**config.mk**
```make
export PLATFORM = sky130hd
export DESIGN_NAME = sme_wb_serialiser
export DESIGN_NICKNAME = d
export VERILOG_FILES = /design/src/rtl/sme_pkg.sv /design/src/rtl/sme_wb_serialiser.sv
export SDC_FILE = /design/constraint.sdc
export NUM_CORES = 1
export LEC_CHECK = 0
export CAP_MARGIN = 5
export CORE_ASPECT_RATIO = 0.9
export CORE_MARGIN = 2
export CORE_UTILIZATION = 42
export DETAILED_ROUTE_END_ITERATION = 10
export PLACE_DENSITY = 0.7
export SLEW_MARGIN = 20
export SYNTH_ARGS = -nofsm -noshare
export SYNTH_HDL_FRONTEND = slang
export SYNTH_SLANG_ARGS = --single-unit
```
**constraint.sdc**
```tcl
create_clock -name g_clk -period 2.93 [get_ports g_clk]
set_input_delay 0.586 -clock g_clk [delete_from_list [all_inputs] [get_ports g_clk]]
set_output_delay 0.586 -clock g_clk [all_outputs]
set_load 0.1 [all_outputs]
```
**src/rtl/sme_pkg.sv**
```systemverilog
// Shared definitions for the SME writeback path: share geometry, FSM state
// encoding and the per-share data type.
package sme_pkg;

  localparam int XLEN = 32;
  localparam int SMAX = 4;
  localparam int SW   = $clog2(SMAX);

  typedef enum logic {
    IDLE  = 1'b0,
    WRITE = 1'b1
  } wb_state_t;

  typedef logic [XLEN-1:0] share_t;

endpackage

```
**src/rtl/sme_wb_serialiser.sv**
```systemverilog
// SME writeback serialiser: captures a masked result vector and writes each share
// separately through the arbitrated share register file. Optional: SME_WB_ZEROISE_EN.
module sme_wb_serialiser
  import sme_pkg::*;
(
  input  logic                 g_clk,
  input  logic                 g_resetn,
  input  logic                 flush,
  input  logic [3:0]           smectl_d,
  input  logic                 in_valid,
  output logic                 in_ready,
  input  logic [4:0]           in_addr,
  input  logic [SMAX*XLEN-1:0] in_rd,
  output logic                 rf_wen,
  input  logic                 rf_gnt,
  output logic [4:0]           rf_waddr,
  output logic [SW-1:0]        rf_wshare,
  output logic [XLEN-1:0]      rf_wdata,
  output logic                 busy,
  output logic                 done
);

  wb_state_t   state, state_nxt;
  share_t      shares [SMAX];
  logic [4:0]  addr;
  logic [SW:0] cnt;
  logic [SW-1:0] idx;
  logic        accept;
  logic        advance;
  logic        last;
  logic        zero_addr;

  // Requested share count forced into 1..SMAX.
  function automatic logic [SW:0] clamp_count(input logic [3:0] req);
    if (req == 4'd0)
      return (SW+1)'(1);
    else if (int'(req) > SMAX)
      return (SW+1)'(SMAX);
    else
      return (SW+1)'(req);
  endfunction

  always_comb begin
    state_nxt = state;
    in_ready  = 1'b0;
    rf_wen    = 1'b0;
    done      = 1'b0;
    advance   = 1'b0;
    busy      = (state == WRITE);
    zero_addr = (addr == 5'd0);
    last      = ({1'b0, idx} == (cnt - (SW+1)'(1)));
    case (state)
      IDLE: begin
        in_ready = !flush;
      end
      WRITE: begin
        if (flush) begin
          state_nxt = IDLE;
        end else if (zero_addr) begin
          // Writes to register 0 are dropped but still complete the transaction.
          done      = 1'b1;
          in_ready  = 1'b1;
          state_nxt = IDLE;
        end else begin
          rf_wen = 1'b1;
          if (rf_gnt) begin
            if (last) begin
              done      = 1'b1;
              in_ready  = 1'b1;
              state_nxt = IDLE;
            end else begin
              advance = 1'b1;
            end
          end
        end
      end
      default: state_nxt = IDLE;
    endcase
    accept = in_valid && in_ready;
    if (accept)
      state_nxt = WRITE;
  end

  assign rf_waddr  = addr;
  assign rf_wshare = idx;
`ifdef SME_WB_ZEROISE_EN
  assign rf_wdata  = rf_wen ? shares[idx] : '0;
`else
  assign rf_wdata  = shares[idx];
`endif

  always_ff @(posedge g_clk or negedge g_resetn) begin
    if (!g_resetn) begin
      state <= IDLE;
      addr  <= '0;
      cnt   <= '0;
      idx   <= '0;
      for (int i = 0; i < SMAX; i++)
        shares[i] <= '0;
    end else begin
      state <= state_nxt;
      if (advance)
        idx <= idx + SW'(1);
      else if (state_nxt == IDLE)
        idx <= '0;
`ifdef SME_WB_ZEROISE_EN
      // Each share lives in the holding register no longer than necessary.
      if (done || flush) begin
        for (int i = 0; i < SMAX; i++)
          shares[i] <= '0;
      end else if (rf_wen && rf_gnt) begin
        shares[idx] <= '0;
      end
`endif
      if (accept) begin
        for (int i = 0; i < SMAX; i++)
          shares[i] <= in_rd[i*XLEN +: XLEN];
        addr <= in_addr;
        cnt  <= clamp_count(smectl_d);
        idx  <= '0;
      end
    end
  end

endmodule

```
======== Word-level counts from Yosys, hierarchy flattened ========
Index checks and enable logic that the tools add are counted.
word-level totals
  output and inout port bits .............. 43
  bits of input ports ..................... 142
  register bits ........................... 139
  logic and storage cells ................. 47
cells by class
  $lt $le $gt $ge ......................... 2
  reductions and logical operators ........ 4
  bitwise logic cells ..................... 2
  mux-type cells .......................... 27
  equal/unequal tests ..................... 2
  $add $sub $neg .......................... 2
operators with widths
  operator                                             count
  binary-select mux 32 bit (select 2 bit)              1
  two-way mux 32 bit                                   2
  two-way mux 1 bit                                    18
  two-way mux 2 bit                                    3
  two-way mux 3 bit                                    2
  logical NOT 5 bit                                    1
  > comparator 4 x 3 -> 1 bit (second input constant)  1
  logical NOT 4 bit                                    1
  == test 2 x 3 -> 1 bit                               1
  >= comparator 3 bit (second input constant)          1
  != test 3 x 1 -> 1 bit (second input constant)       1
  inverter 2 -> 3 bit                                  1
  subtractor 3 x 1 -> 3 bit (second input constant)    1
  adder 2 x 1 -> 2 bit (second input constant)         1
  one-hot mux 1 bit (2 select lines)                   1
  logical AND 1 bit                                    1
  logical NOT 1 bit                                    1
  inverter 1 bit                                       1

======== Longest topological paths before layout ========
Gate-level depths: netlist of the first run.
  depth in word-level cells ............... 12
  mapped depth ............................ 8
  mapped depth without buffers ............ 6

======== Worst setup path before layout of the first run ========
No wires, ideal clock.
  kind .................................... flip-flop to output port
  start point ............................. register idx[0], in the netlist rf_wshare[0]
  end point ............................... output port in_ready
  required time ........................... 2.344 ns
  data arrival time ....................... 3.134 ns
  setup slack ............................. -0.790 ns
  stages on the path, launching flop included .. 5
  cell sequence ........................... dfrtp_1 -> buf_4 -> xor2_2 -> nand4_1 -> a31oi_1
between the ends
  word-level cells in the longest chain between the ends .. 6
RTL lines
  what                                line                      text
  start: declaration                  sme_wb_serialiser.sv:27   logic [SW-1:0] idx;
  start signal: assignment            sme_wb_serialiser.sv:103  idx <= idx + SW'(1);
  == test 2 x 3 -> 1 bit              sme_wb_serialiser.sv:51   last = ({1'b0, idx} == (cnt - (SW+1)'(1)));
  two-way mux 1 bit                   sme_wb_serialiser.sv:67   if (last) begin
  two-way mux 1 bit                   sme_wb_serialiser.sv:66   if (rf_gnt) begin
  two-way mux 1 bit                   sme_wb_serialiser.sv:59   end else if (zero_addr) begin
  two-way mux 1 bit                   sme_wb_serialiser.sv:57   if (flush) begin
  one-hot mux 1 bit (2 select lines)  sme_wb_serialiser.sv:52   case (state)
  end: declaration                    sme_wb_serialiser.sv:11   output logic in_ready,
No other way between the ends.

======== Worst setup path after layout of the first run ========
  start point ............................. register cnt[0]
  end point ............................... output port in_ready
between the ends
  word-level cells in the longest chain between the ends .. 7
RTL lines
  what                                line                      text
  start: declaration                  sme_wb_serialiser.sv:26   logic [SW:0] cnt;
  start signal: assignment            sme_wb_serialiser.sv:119  cnt <= clamp_count(smectl_d);
  subtractor 3 x 1 -> 3 bit           sme_wb_serialiser.sv:51
  == test 2 x 3 -> 1 bit              sme_wb_serialiser.sv:51
  two-way mux 1 bit                   sme_wb_serialiser.sv:67
  two-way mux 1 bit                   sme_wb_serialiser.sv:66
  two-way mux 1 bit                   sme_wb_serialiser.sv:59
  two-way mux 1 bit                   sme_wb_serialiser.sv:57
  one-hot mux 1 bit (2 select lines)  sme_wb_serialiser.sv:52
No other way between the ends.

==> metrics.md, run 1 <==
| Metric | Value |
|---|---|
| Placed instance count | `730` |
| Initial Util | `43.0%` |
| Grt ovf | `0` |
| Main synth FF type | `dfrtp_1` |
| Pleak | `4.06 nW` |
| Final wirelength | `13.6 mm` |
| Fill cells | `1063` |
| # resized after CTS | `0` |
| Async S/R FF share, synth | `100%` |
| Vias per cell | `4.95` |
| Final nets | `694` |
| Synth top area cells | `dfrtp_1, mux2_4, mux2_2` |
| Final worst path period need | `2740 ps` |
| Critical Path, Cell by Cell | `inv_1 -> ha_1 -> xor2_1 -> nand4_1 -> a31oi_2 -> buf_12` |
| Antenna diodes | `0` |
| Worst skew pair latency | `420 ps` |
| # Max-Cap Violations | `0` |
| FMAX | `0.365 GHz` |
| WS Path Type | `register to output pin` |
| Net Count, Synth | `506` |
| Clk buf depth | `2` |
| Final Max Tran Viols | `0` |
| CP Capture Type | `output pin` |
| Die width | `134 um` |
| CTS tree | `yes` |
| Tcrit/Tclk final | `93.6%` |
| Final ANT Viol Nets | `0` |
| # hold bufs at CTS | `0` |
| Total number of vias | `3771` |
| Slew @ Worst Pin | `871 ps` |
| Worst path top cell family by delay | `flip-flops` |
| Row cnt | `42` |
| DR DRC count | `0` |
| Total CTS buffers | `17` |
| Worst VDD drop | `0.479 mV` |
| Clock slew at reported path FFs | `60 ps` |
| CP required | `2340 ps` |
| Worst path max stage delay | `400 ps` |
| GPL Wtd Cong | `0.746` |
| Hold WC Path Type | `input pin to asynchronous set/reset pin` |
| Syn Area/Cell | `17.5 um2` |
| Fraction of layout cells with a size suffix above 1 | `45.0%` |
| DRT iter0 DRCs | `133` |
| Post-synth EDFFs | `0` |
| Initial antenna violation count | `0` |
| Critical path's slowest cell | `dfrtp_1` |
| Buffer and inverter count on the worst path | `2` |
| Sequential fraction of the synthesis area | `54.7%` |
| Drt pass-1 iters | `4` |
| Synthesis-stage register bit count | `139` |
| Post-synthesis cell area | `6350 um2` |
| CTS H-tree depth | `4` |
| RSZ-0062 raised after global routing | `false` |
| Post-DP HPWL | `9.24 mm` |
| Share of the synthesized area in the top cell type | `54.7%` |
| Largest net degree at the start of global routing | `77` |
| Commonest non-fill, non-tap cell in the layout | `clkdlybuf4s50_1` |
| Number of port buffers | `184` |
| Worst EP arrival | `2160 ps` |
| Most frequent cells in the layout | `clkdlybuf4s50_1, dfrtp_1, mux2_4` |
| Final hold vios | `0` |
| Final Util | `63.2%` |
| Gate Count Post-Synth | `363` |
| Yosys warning total | `0` |
| Synth area leader | `dfrtp_1` |
| Clk sinks | `139` |
| Startpoint Class | `register` |
| Outcome | `complete, no violations` |
| Die area | `16100 um2` |
| Pwr/cell area | `788 nW/um2` |
| Vias in the first global route | `4273` |
| CORE AREA | `14800 um2` |
| Critical path fanouts, max | `4` |
| Setup Skew | `11.5 ps` |
| Distinct cells, synth | `32` |
| Die Y | `121 um` |
| Relative slew slack | `41.9%` |
| Final non-filler cell total | `762` |
| Post-CTS setup buffer count | `0` |
| Syn-to-layout area delta | `46.9%` |
| Clk root buf | `clkbuf_16` |
| WL/cell | `17.9 um` |
| Global-route wire length before repair | `22.2 mm` |
| Gr usage total | `18.1%` |
| IO Count | `185` |
| Endpoints failing setup | `0` |
-- flip-flops by register name, indices dropped and copies added (netlist names) --
register and flops:
busy 1, rf_wshare 2, cnt 3, shares 128
rf_waddr 5
-- path summary, 6_finish.rpt --
path                                from    endpoint  slack, ps  cells past startpoint
max in group asynchronous       g_resetn   shares[6]       2060                      2
min in group g_clk                cnt[1]      cnt[1]        500                      1
worst max-delay path              cnt[0]    in_ready        190                      6
worst min-delay path            g_resetn  shares[64]        110                      1
worst max register to register    cnt[0]  shares[73]        330                      7
worst min register to register    cnt[1]      cnt[1]        500                      1
-- worst register-to-register path: stages (launching register included) --
cell     delay [ps]
dfrtp_1         400
inv_1            60
ha_1            300
xor2_1          170
and4_1          240
o21ai_4         160
buf_4           700
mux2_2          460
-- layout make-up --
cell class,count,area (um2),share of cell area (%)
clock buffers,22,484,5.19
multi-input cells,196,2710,29.0
clock inverters,10,114,1.22
repair buffers,191,2280,24.4
well taps,198,248,2.65
inverters,6,22.5,0.241
flip-flops and latches,139,3480,37.3
-- cell families after synthesis --
family	after synthesis	share of synthesized area (%)
AO/OA/AOI/OAI	15	1.91
AND/OR/NAND/NOR	14	1.22
flip-flops	139	54.7
multiplexers	163	38.5
adder cells (fa/ha/maj)	1	0.197
XOR/XNOR	3	0.532
buffers and inverters	28	2.89
-- per-layer routing --
| metal | wire length [um] | share of wire (%) | GRT usage (%) | up-vias |
|---|---|---|---|---|
| li1 | - | - | - | 1731 |
| met1 | 5910 | 43 | 23.3 | 1907 |
| met5 | 0 | 0 | 0 | - |
| met4 | 152 | 1.1 | 5.92 | 0 |
| met2 | 6460 | 47 | 27.4 | 121 |
| met3 | 1130 | 8.3 | 8.09 | 12 |
-- report_power, final --
| part | internal, mW | leakage [nW] | switching [mW] |
|---|---|---|---|
| logic | 1.25 | 2.13 | 1.41 |
| clock network | 1.34 | 0.296 | 0.804 |
| registers | 2.33 | 1.64 | 0.220 |
-- metrics by stage --
stage	setup TNS (ps)	setup slack, ps	hold slack, ps	cell area [um2]	total power, mW
CTS	0	162	126	9340	7.43
floorplan	-431	-281	290	6370	4.29
detailed placement	0	173	488	8740	5.25
global route	0	62.7	141	9340	7.66
global placement	0	240	478	8740	5.19
finish	0	188	114	9340	7.35
-- synthesized netlist by cell type, drive strengths merged, types with 2 or more instances --
| library cell | count |
|---|---|
| dfrtp | 139 |
| mux2 | 131 |
| mux4 | 32 |
| buf | 19 |
| inv | 6 |
| a32o | 4 |
| a21oi | 3 |
| clkbuf | 3 |
| nor2 | 3 |
| nor3 | 3 |
| nand2b | 2 |
| xor2 | 2 |
Power figures use the tool's default switching activity.
==> run 2: changes to the inputs <==
CTS_BUF_LIST = sky130_fd_sc_hd__clkbuf_4   (was not set)
HOLD_SLACK_MARGIN = 0.15   (was not set)
==> run 2 against run 1 <==
  * Clock skew up 3.9 ps
  * Sequential power about the same
  * Flip-flop and latch count unchanged
  * Global-route usage shrank 0.38 points
  * Sequential share of layout area grew 1.2 points
  * Wire length shrank 1.6%
  * Clock power decreased by 45%
  * Utilization shrank 1.9 points
  * Non-clock buffer count is 4 higher
  * Hold slack improved by 400 ps
  * Critical endpoint unchanged
  * Largest cell class unchanged
==> metrics.md, run 2 (synthesized netlist as in run 1, its figures left out) <==
| Metric | Value |
|---|---|
| Multi-input logic area | `2730 um2` |
| Vias in the first global route | `4267` |
| Global-route wire length before repair | `21.9 mm` |
| Worst VDD drop | `0.410 mV` |
| Critical path fanouts, max | `3` |
| Total CTS buffers | `17` |
| Post-DP HPWL | `9.24 mm` |
| Initial Util | `43.0%` |
| DRT iter0 DRCs | `98` |
| Number of flip-flops in the largest register | `128` |
| Hold WC Path Type | `register to register` |
| Clk sinks | `139` |
| Pwr/cell area | `707 nW/um2` |
| WL/cell | `17.5 um` |
| Reg with most FFs | `shares` |
| Setup Skew | `15.4 ps` |
| R2R setup slack | `320 ps` |
| Sequential Area | `3480 um2` |
| Grt ovf | `0` |
| Clock power frac | `18.6%` |
| Syn-to-layout area delta | `42.5%` |
| Clk root buf | `clkbuf_4` |
| Setup total negative slack | `0 ps` |
| Die width | `134 um` |
| RSZ-0062 raised after global routing | `false` |
| Final worst path period need | `2770 ps` |
| Comb pwr share | `41.7%` |
| Endpoints failing setup | `0` |
| Fraction of layout cells with a size suffix above 1 | `45.1%` |
| Largest net degree at the start of global routing | `77` |
| FMAX | `0.362 GHz` |
| CP Capture Type | `output pin` |
| Gr usage total | `17.7%` |
| Outcome | `complete, no violations` |
| P_sw | `2.31 mW` |
| Final ANT Viol Nets | `0` |
| Commonest non-fill, non-tap cell in the layout | `clkdlybuf4s50_1` |
| Slew @ Worst Pin | `876 ps` |
| Startpoint Class | `register` |
| Power, Total | `6.40 mW` |
| CTS tree | `yes` |
| Internal | `4.09 mW` |
| Final Max Tran Viols | `0` |
| CP required | `2340 ps` |
| Total number of vias | `3781` |
| Antenna diodes | `0` |
| Net Sw Frac | `36.2%` |
| DR DRC count | `0` |
| Fill cells | `1100` |
| Flop pwr share | `39.7%` |
| Clk buf depth | `2` |
| Final hold vios | `0` |
| Worst skew pair latency | `520 ps` |
| Relative slew slack | `41.6%` |
| Vias per cell | `4.94` |
| Row cnt | `42` |
| Die area | `16100 um2` |
| Final nets | `698` |
| Initial antenna violation count | `0` |
| IO Count | `185` |
| Drt pass-1 iters | `5` |
| WS Path Type | `register to output pin` |
| GPL Wtd Cong | `0.746` |
| Worst EP arrival | `2180 ps` |
| Most frequent cells in the layout | `clkdlybuf4s50_1, dfrtp_1, mux2_4` |
| Number of port buffers | `184` |
| # Max-Cap Violations | `0` |
| CORE AREA | `14800 um2` |
| Pleak | `3.93 nW` |
| Final wirelength | `13.4 mm` |
| Die Y | `121 um` |
| Tcrit/Tclk final | `94.4%` |
| Clock slew at reported path FFs | `120 ps` |
| CTS H-tree depth | `4` |
| Final Util | `61.3%` |
## run 2: cell type report
| class | count | area share (%) |
|---|---|---|
| Tap cell | 198 | 2.74 |
| Multi-Input combinational cell | 196 | 30.2 |
| Sequential cell | 139 | 38.4 |
| Timing Repair Buffer | 195 | 25.5 |
| Clock inverter | 14 | 1.42 |
| Clock buffer | 18 | 1.49 |
| Inverter | 6 | 0.249 |
## run 2: critical path: stages, from the launching register on
cell and delay [ps]:
dfrtp_1 430, inv_1 110, ha_4 220, xor2_2 180
nand4_1 220, a31oi_2 290, buf_12 200
## run 2: final timing paths
kind,startpoint,to,cells after the start
worst max-delay path,cnt[0],in_ready,6
worst min-delay path,cnt[1],cnt[1],1
worst max register to register,cnt[0],shares[73],7
worst min register to register,cnt[1],cnt[1],1
max in group asynchronous,g_resetn,shares[35],3
min in group asynchronous,g_resetn,shares[64],2
## run 2: per-stage QoR
stage / hold slack [ps] / std cells / setup WS (ps) / cell area (um2)
finish: 511 / 766 / 165 / 9060
global route: 533 / 766 / 9.31 / 9060
CTS: 517 / 764 / 41.6 / 9020
detailed placement: 488 / 730 / 173 / 8740
global placement: 478 / 730 / 240 / 8740
floorplan: 290 / 363 / -281 / 6370
## run 2: power groups by stage
stage / clock network [mW] / logic (mW) / registers (mW)
global placement: 0 / 2.64 / 2.56
global route: 1.32 / 2.78 / 2.60
detailed placement: 0 / 2.67 / 2.58
floorplan: 0 / 1.67 / 2.62
finish: 1.19 / 2.67 / 2.54
CTS: 1.24 / 2.68 / 2.54
## run 2: per-layer routing
metal	part of all wire (%)	wire, um	track usage (%)	vias to the layer above
li1	-	-	-	1740
met1	43	5800	23.1	1906
met2	47	6360	27.2	125
met3	8.4	1130	8.13	10
met4	0.95	127	4.12	0
met5	0	0	0	-
## run 2: what timing repair did
action,CTS,global route
endpoints found under the setup margin,1,2
hold buffers,1,0
pin swaps,1,3
setup buffers,1,2
hold endpoints to repair,53,0
gates resized for setup,0,2
